==> config.mk <==
export PLATFORM = sky130hd
export DESIGN_NAME = mux_arb_pipe
export DESIGN_NICKNAME = d
export VERILOG_FILES = /design/src/rtl/mux_arb_pipe.sv
export SDC_FILE = /design/constraint.sdc
export NUM_CORES = 1
export LEC_CHECK = 0
export BUFFER_PORTS_ARGS = -buffer_cell sky130_fd_sc_hd__buf_2
export CORE_MARGIN = 2
export CORE_UTILIZATION = 38
export CTS_CLUSTER_SIZE = 25
export DETAILED_ROUTE_END_ITERATION = 8
export PLACE_DENSITY = 0.75
export SLEW_MARGIN = 20
export SYNTH_ARGS = -nofsm -noshare
export SYNTH_HDL_FRONTEND = slang
export SYNTH_SLANG_ARGS = --single-unit
==> constraint.sdc <==
create_clock -name clk -period 1.9 [get_ports clk]
set_input_delay 0.285 -clock clk [delete_from_list [all_inputs] [get_ports clk]]
set_output_delay 0.285 -clock clk [all_outputs]
set_load 0.01 [all_outputs]
==> src/rtl/mux_arb_pipe.sv <==
// mux_arb_pipe: arbitrated N-to-1 val/rdy merge into a single-entry registered output buffer.
//   clk, reset (async, active-high); in_val/in_rdy/in_msg: NINPUTS input channels,
//   channel i message at in_msg[i*NBITS +: NBITS]; out_val/out_rdy/out_msg/out_sel: merged output.
//   MUX_ARB_PIPE_RR_EN defined: round-robin arbitration; undefined: fixed priority (lowest index).
module mux_arb_pipe #(
  parameter int NBITS = 4,
  parameter int NINPUTS = 5,
  parameter int SELBITS = $clog2(NINPUTS)
) (
  input  logic                     clk,
  input  logic                     reset,
  input  logic [NINPUTS-1:0]       in_val,
  output logic [NINPUTS-1:0]       in_rdy,
  input  logic [NINPUTS*NBITS-1:0] in_msg,
  output logic                     out_val,
  input  logic                     out_rdy,
  output logic [NBITS-1:0]         out_msg,
  output logic [SELBITS-1:0]       out_sel
);
  logic [SELBITS-1:0] ptr;
  logic [SELBITS-1:0] g;
  logic found;
  logic acc;
  logic xfer;
  // Search starts at ptr and wraps; the first valid channel found wins.
  always_comb begin
    g = '0;
    found = 1'b0;
    for (int k = 0; k < NINPUTS; k++) begin
      int idx;
      idx = int'(ptr) + k;
      idx = idx >= NINPUTS ? idx - NINPUTS : idx;
      if (!found && in_val[idx]) begin
        found = 1'b1;
        g = SELBITS'(idx);
      end
    end
  end
  assign acc = !out_val || out_rdy;
  assign xfer = found && acc && !reset;
  assign in_rdy = xfer ? NINPUTS'(1) << g : '0;
  always_ff @(posedge clk or posedge reset)
    if (reset) begin
      out_val <= 1'b0;
      out_msg <= '0;
      out_sel <= '0;
    end else if (xfer) begin
      out_val <= 1'b1;
      out_msg <= in_msg[int'(g)*NBITS +: NBITS];
      out_sel <= g;
    end else if (out_rdy) begin
      out_val <= 1'b0;
    end
`ifdef MUX_ARB_PIPE_RR_EN
  always_ff @(posedge clk or posedge reset)
    if (reset) ptr <= '0;
    else if (xfer) ptr <= int'(g) == NINPUTS-1 ? '0 : g + 1'b1;
`else
  assign ptr = '0;
`endif
endmodule

# Yosys cells after proc, flatten, opt, wreduce, memory -nomap -nowiden
# Index checks and enable logic that the tools add are counted.
[op_classes] n_reduce_logical=14 n_mux=12 shift=2
[op_table] cell="$shiftx A20 B6 Y4" n=1
[op_table] cell="$mux W1" n=8
[op_table] cell="$logic_and A1 B1 Y1" n=6
[op_table] cell="$logic_not A1 Y1" n=6
[op_table] cell="$mux W5" n=1
[op_table] cell="$shl A1 B3 Y5 const A" n=1
[op_table] cell="$mux W2" n=2
[op_table] cell="$mux W3" n=1
[op_table] cell="$reduce_bool A2 Y1" n=1
[op_table] cell="$logic_or A1 B1 Y1" n=1
[totals] word_cells=31 inputBits=28 output_inout_bits=13 ff_bits=8

# Logic depth before layout (Yosys ltp)
[logic_depth] ltp_word=16 depth_mapped=5 ltp_nobuf=4

# Worst setup path after synthesis
# Ideal clock, no wire load.
[synth_timing] kind="input to output" start="input port reset" end="output port in_rdy[4]" path_stages=5 required_ns=1.615 path_slack_ns=0.416 arrival_ns=1.199 cell_sequence="inv_1 -> and2_1 -> clkbuf_1 -> nand3_1 -> inv_1"
[synth_between] elab_chain_len=3
[synth_lines] item="from (decl)" line_no="11" source="input logic reset,"
[synth_lines] item="$logic_not A1 Y1" line_no="40" source="assign xfer = found && acc && !reset;"
[synth_lines] item="$logic_and A1 B1 Y1" line_no="40"
[synth_lines] item="$mux W5" line_no="41" source="assign in_rdy = xfer ? NINPUTS'(1) << g : '0;"
[synth_lines] item="to (decl)" line_no="13" source="output logic [NINPUTS-1:0] in_rdy,"
# No other way between the ends.

# Worst setup path after layout
[layout_timing] start="input port in_val[1]" end="output port in_rdy[4]"
[layout_between] elab_chain_len=14 word_cells_on_any_way=19
[layout_lines] item="from (decl)" line_no="12" source="input logic [NINPUTS-1:0] in_val,"
[layout_lines] item="$logic_and A1 B1 Y1 (*)" line_no="33" source="if (!found && in_val[idx]) begin"
[layout_lines] item="$mux W1" line_no="33"
[layout_lines] item="$logic_not A1 Y1" line_no="33"
[layout_lines] item="$logic_and A1 B1 Y1" line_no="33"
[layout_lines] item="$mux W1" line_no="33"
[layout_lines] item="$logic_not A1 Y1" line_no="33"
[layout_lines] item="$logic_and A1 B1 Y1" line_no="33"
[layout_lines] item="$mux W1" line_no="33"
[layout_lines] item="$logic_not A1 Y1" line_no="33"
[layout_lines] item="$logic_and A1 B1 Y1" line_no="33"
[layout_lines] item="$mux W1" line_no="33"
[layout_lines] item="$logic_and A1 B1 Y1 (2 in a row)" line_no="40"
[layout_lines] item="$mux W5 (*)" line_no="41"
# Mark *: on every way between the ends. The rest lies on a longest branch, timed or not.

==> results.sh <==
export IMPL_clockRootBuffer="clkbuf_4"
export IMPL_slew_viol_final=0
export IMPL_combPwrFrac=0.314
export IMPL_start_util=0.4115
export IMPL_layout_min_cycle_time_ns=1.600
export IMPL_clkLatencyLatePin_ns=0.25
export IMPL_grt_pass1_vias=536
export IMPL_internal_power_w=0.0003465
export IMPL_cp_end_kind="output pin"
export IMPL_min_path_type="input port to async pin"
export IMPL_p_sw_w=0.0001428
export IMPL_start_kind="input port"
export IMPL_cp_arrival_ns=1.31
export IMPL_fin_nets=134
export IMPL_hold_viol_final=0
export IMPL_place_inst=115
export IMPL_drt_vias_per_instance=5.176
export IMPL_layout_drive_gt1_share=0.5288
export IMPL_grt_antenna_before_repair=0
export IMPL_dieArea_sq_um=1726
export IMPL_synthDistinctLibCells=24
export IMPL_crit_type="input port to output pin"
export IMPL_power_switching_share=0.2919
export IMPL_gp_congestion=0.7728
export IMPL_rr_endpoint="out_sel[0]"
export IMPL_drt_wl_total_mm=1.437
export IMPL_yosys_warnings=0
export IMPL_slew_headroom=0.8008
export IMPL_drc_errors=0
export IMPL_drtIter0Drc=9
export IMPL_drtPass1Iterations=4
export IMPL_grt_total_usage=0.1736
export IMPL_finalCritPeriodShare=0.8419
export IMPL_drv_cap=0
export IMPL_routedWlPerCell_um=12.08
export IMPL_antennaDiodeCount=0
export IMPL_final_common_cell="buf_2"
export IMPL_synthAdderAreaFrac=0
export IMPL_synth_simple_area_share=0.2383
export IMPL_hold_ws_ns=0.04121
export IMPL_rsz0062_at_grt="false"
export IMPL_cp_max_fo=8
export IMPL_avgSynthCellArea_sq_um=8.925
export IMPL_r2r_start="out_val"
export IMPL_yosysSeqAreaShare=0.3738
export IMPL_synth_top_family_by_area="compound AO/OA/AOI/OAI gates"
export IMPL_vdd_drop_max_mv=0.2723
export IMPL_rrSetupSlack_ns=0.59
export IMPL_fin_util=0.6115
export IMPL_syn_to_final_growth_pct=48.60
export IMPL_grt_first_pass_wirelength_mm=2.304
export IMPL_cts_made_buffers=3
export IMPL_fillers=136
export IMPL_reg2regPathDepth=4
export IMPL_synth_area_mux_share=0.02804
export IMPL_fin_skew_ns=0.002432
export IMPL_multiInputGateArea_sq_um=306.5
export IMPL_clock_sinks=8
export IMPL_htreeDepth=1
export IMPL_fin_cells=119
export IMPL_die_w_um=41.54
export IMPL_synth_ff_latch_count=8
export IMPL_grt_overflow=0
export IMPL_synthXorXnorAreaFrac=0
export IMPL_finalSetupTns_ns=0
export IMPL_status="finished, final reports clean"
export IMPL_power_density_nw_per_um2=614.9
export IMPL_rows=13
export IMPL_synth_cells=60
export IMPL_cts_clk_slew_worst_paths_ns=0.05
export IMPL_setup_slack_ns=0.3004
export IMPL_dp_slack_ns=0.3101
export IMPL_clock_fmax_mhz=625.2
export IMPL_hpwl_mm=1.225
export IMPL_p_seq_frac=0.427
export IMPL_cts_buffer_depth=2
export IMPL_synth_compound_area_frac=0.3061
export IMPL_io_pins=41
export IMPL_port_buffers=40
export IMPL_register_area_sq_um=200.2
export IMPL_leakage_nw=0.3993
export IMPL_synth_area_sq_um=535.5
export IMPL_vias=616
export IMPL_setup_viol=0
export IMPL_pwr_share_clk=0.259
export IMPL_syn_nets=88
export IMPL_worstMarginPinSlew_ns=0.2980
export IMPL_fp_dieH_um=41.54
export IMPL_core_area_sq_um=1301
export IMPL_drtAntennaViolNets=0
export IMPL_final_cell_mix="buf_2, dfrtp_1, nand2_1, nor2_1"
export IMPL_required_ns=1.62
export IMPL_cts_tree="yes"
export IMPL_grt_max_degree=10
synthesized netlist by cell type:
| cell | instances | area, sq um |
|---|---|---|
| a211oi_1 | 4 | 30.03 |
| a21oi_1 | 3 | 15.01 |
| a22o_1 | 1 | 8.760 |
| and2_1 | 1 | 6.260 |
| and3_1 | 1 | 6.260 |
| buf_2 | 2 | 10.01 |
| clkbuf_1 | 1 | 3.750 |
| dfrtp_1 | 8 | 200.2 |
| inv_1 | 4 | 15.01 |
| mux2_4 | 1 | 15.01 |
| nand2_1 | 5 | 18.77 |
| nand2b_1 | 2 | 12.51 |
| nand3_1 | 1 | 5.000 |
| nor2_1 | 5 | 18.77 |
| nor2_2 | 1 | 6.260 |
| nor2_4 | 1 | 11.26 |
| nor3_1 | 2 | 10.01 |
| nor4b_2 | 1 | 15.01 |
| o211ai_1 | 4 | 30.03 |
| o21ai_0 | 2 | 10.01 |
| o221a_2 | 4 | 45.04 |
| o22ai_1 | 4 | 25.02 |
| or2_1 | 1 | 6.260 |
| or4_4 | 1 | 11.26 |
logic make-up after synthesis:
logic type | Yosys count
flops | 8
compound gates | 22
mux | 1
buf+inv | 7
simple gates | 22
through the flow:
stage | instance area [sq um] | power (W)
global route | 795.8 | 0.0005154
global placement | 763.2 | 0.0003608
detailed placement | 763.2 | 0.0003643
CTS | 795.8 | 0.0004939
floorplan | 535.5 | 0.0002903
finish | 795.8 | 0.0004894
critical path, cell delays in order:
cell     delay (ns)
buf_2          0.13
or2_1          0.32
nor3_1         0.17
nand3_1        0.20
inv_1          0.09
buf_2          0.13
sequential cells by signal (all words and copies together) (netlist names):
| register | count |
|---|---|
| out_msg | 4 |
| out_sel | 3 |
| out_val | 1 |
how the worst max path moves through the flow:
stage              start        end  slack, ns
6_report       in_val[1]  in_rdy[4]       0.30
5_1_grt        in_val[1]  in_rdy[4]       0.19
4_1_cts          out_val  in_rdy[4]       0.31
3_5_place_dp   in_val[1]  in_rdy[4]       0.31
3_3_place_gp   in_val[1]  in_rdy[4]       0.35
2_1_floorplan      reset  in_rdy[4]       0.42
power groups by stage:
| stage | clock network [W] | logic, W | registers (W) |
|---|---|---|---|
| 4_1_cts | 0.000130 | 0.000155 | 0.000209 |
| 2_1_floorplan | 0 | 0.0000687 | 0.000222 |
| 3_5_place_dp | 0 | 0.000153 | 0.000211 |
| 3_3_place_gp | 0 | 0.000150 | 0.000211 |
| 5_1_grt | 0.000136 | 0.000168 | 0.000212 |
| 6_report | 0.000127 | 0.000154 | 0.000209 |
area by class of cell:
| type | instances | area share |
|---|---|---|
| tap | 15 | 0.02358 |
| sequential | 8 | 0.2516 |
| clock buffer | 3 | 0.02830 |
| inverter | 4 | 0.01887 |
| multi-input combinational | 45 | 0.3852 |
| timing repair buffer | 44 | 0.2925 |
timing repair:
action,4_1_cts,5_1_grt
buffers inserted,0,0
hold buffers,1,0
resized for setup,0,0
endpoints found under the hold margin,3,0
per-layer routing:
metal  GRT usage  vias to the layer above  wire, um
li1            -                      319         -
met1      0.2137                      262       610
met2      0.2781                       31       668
met3     0.01304                        4       115
met4      0.1355                        0        43
met5           0                        -         0
Power figures use the tool's default switching activity.
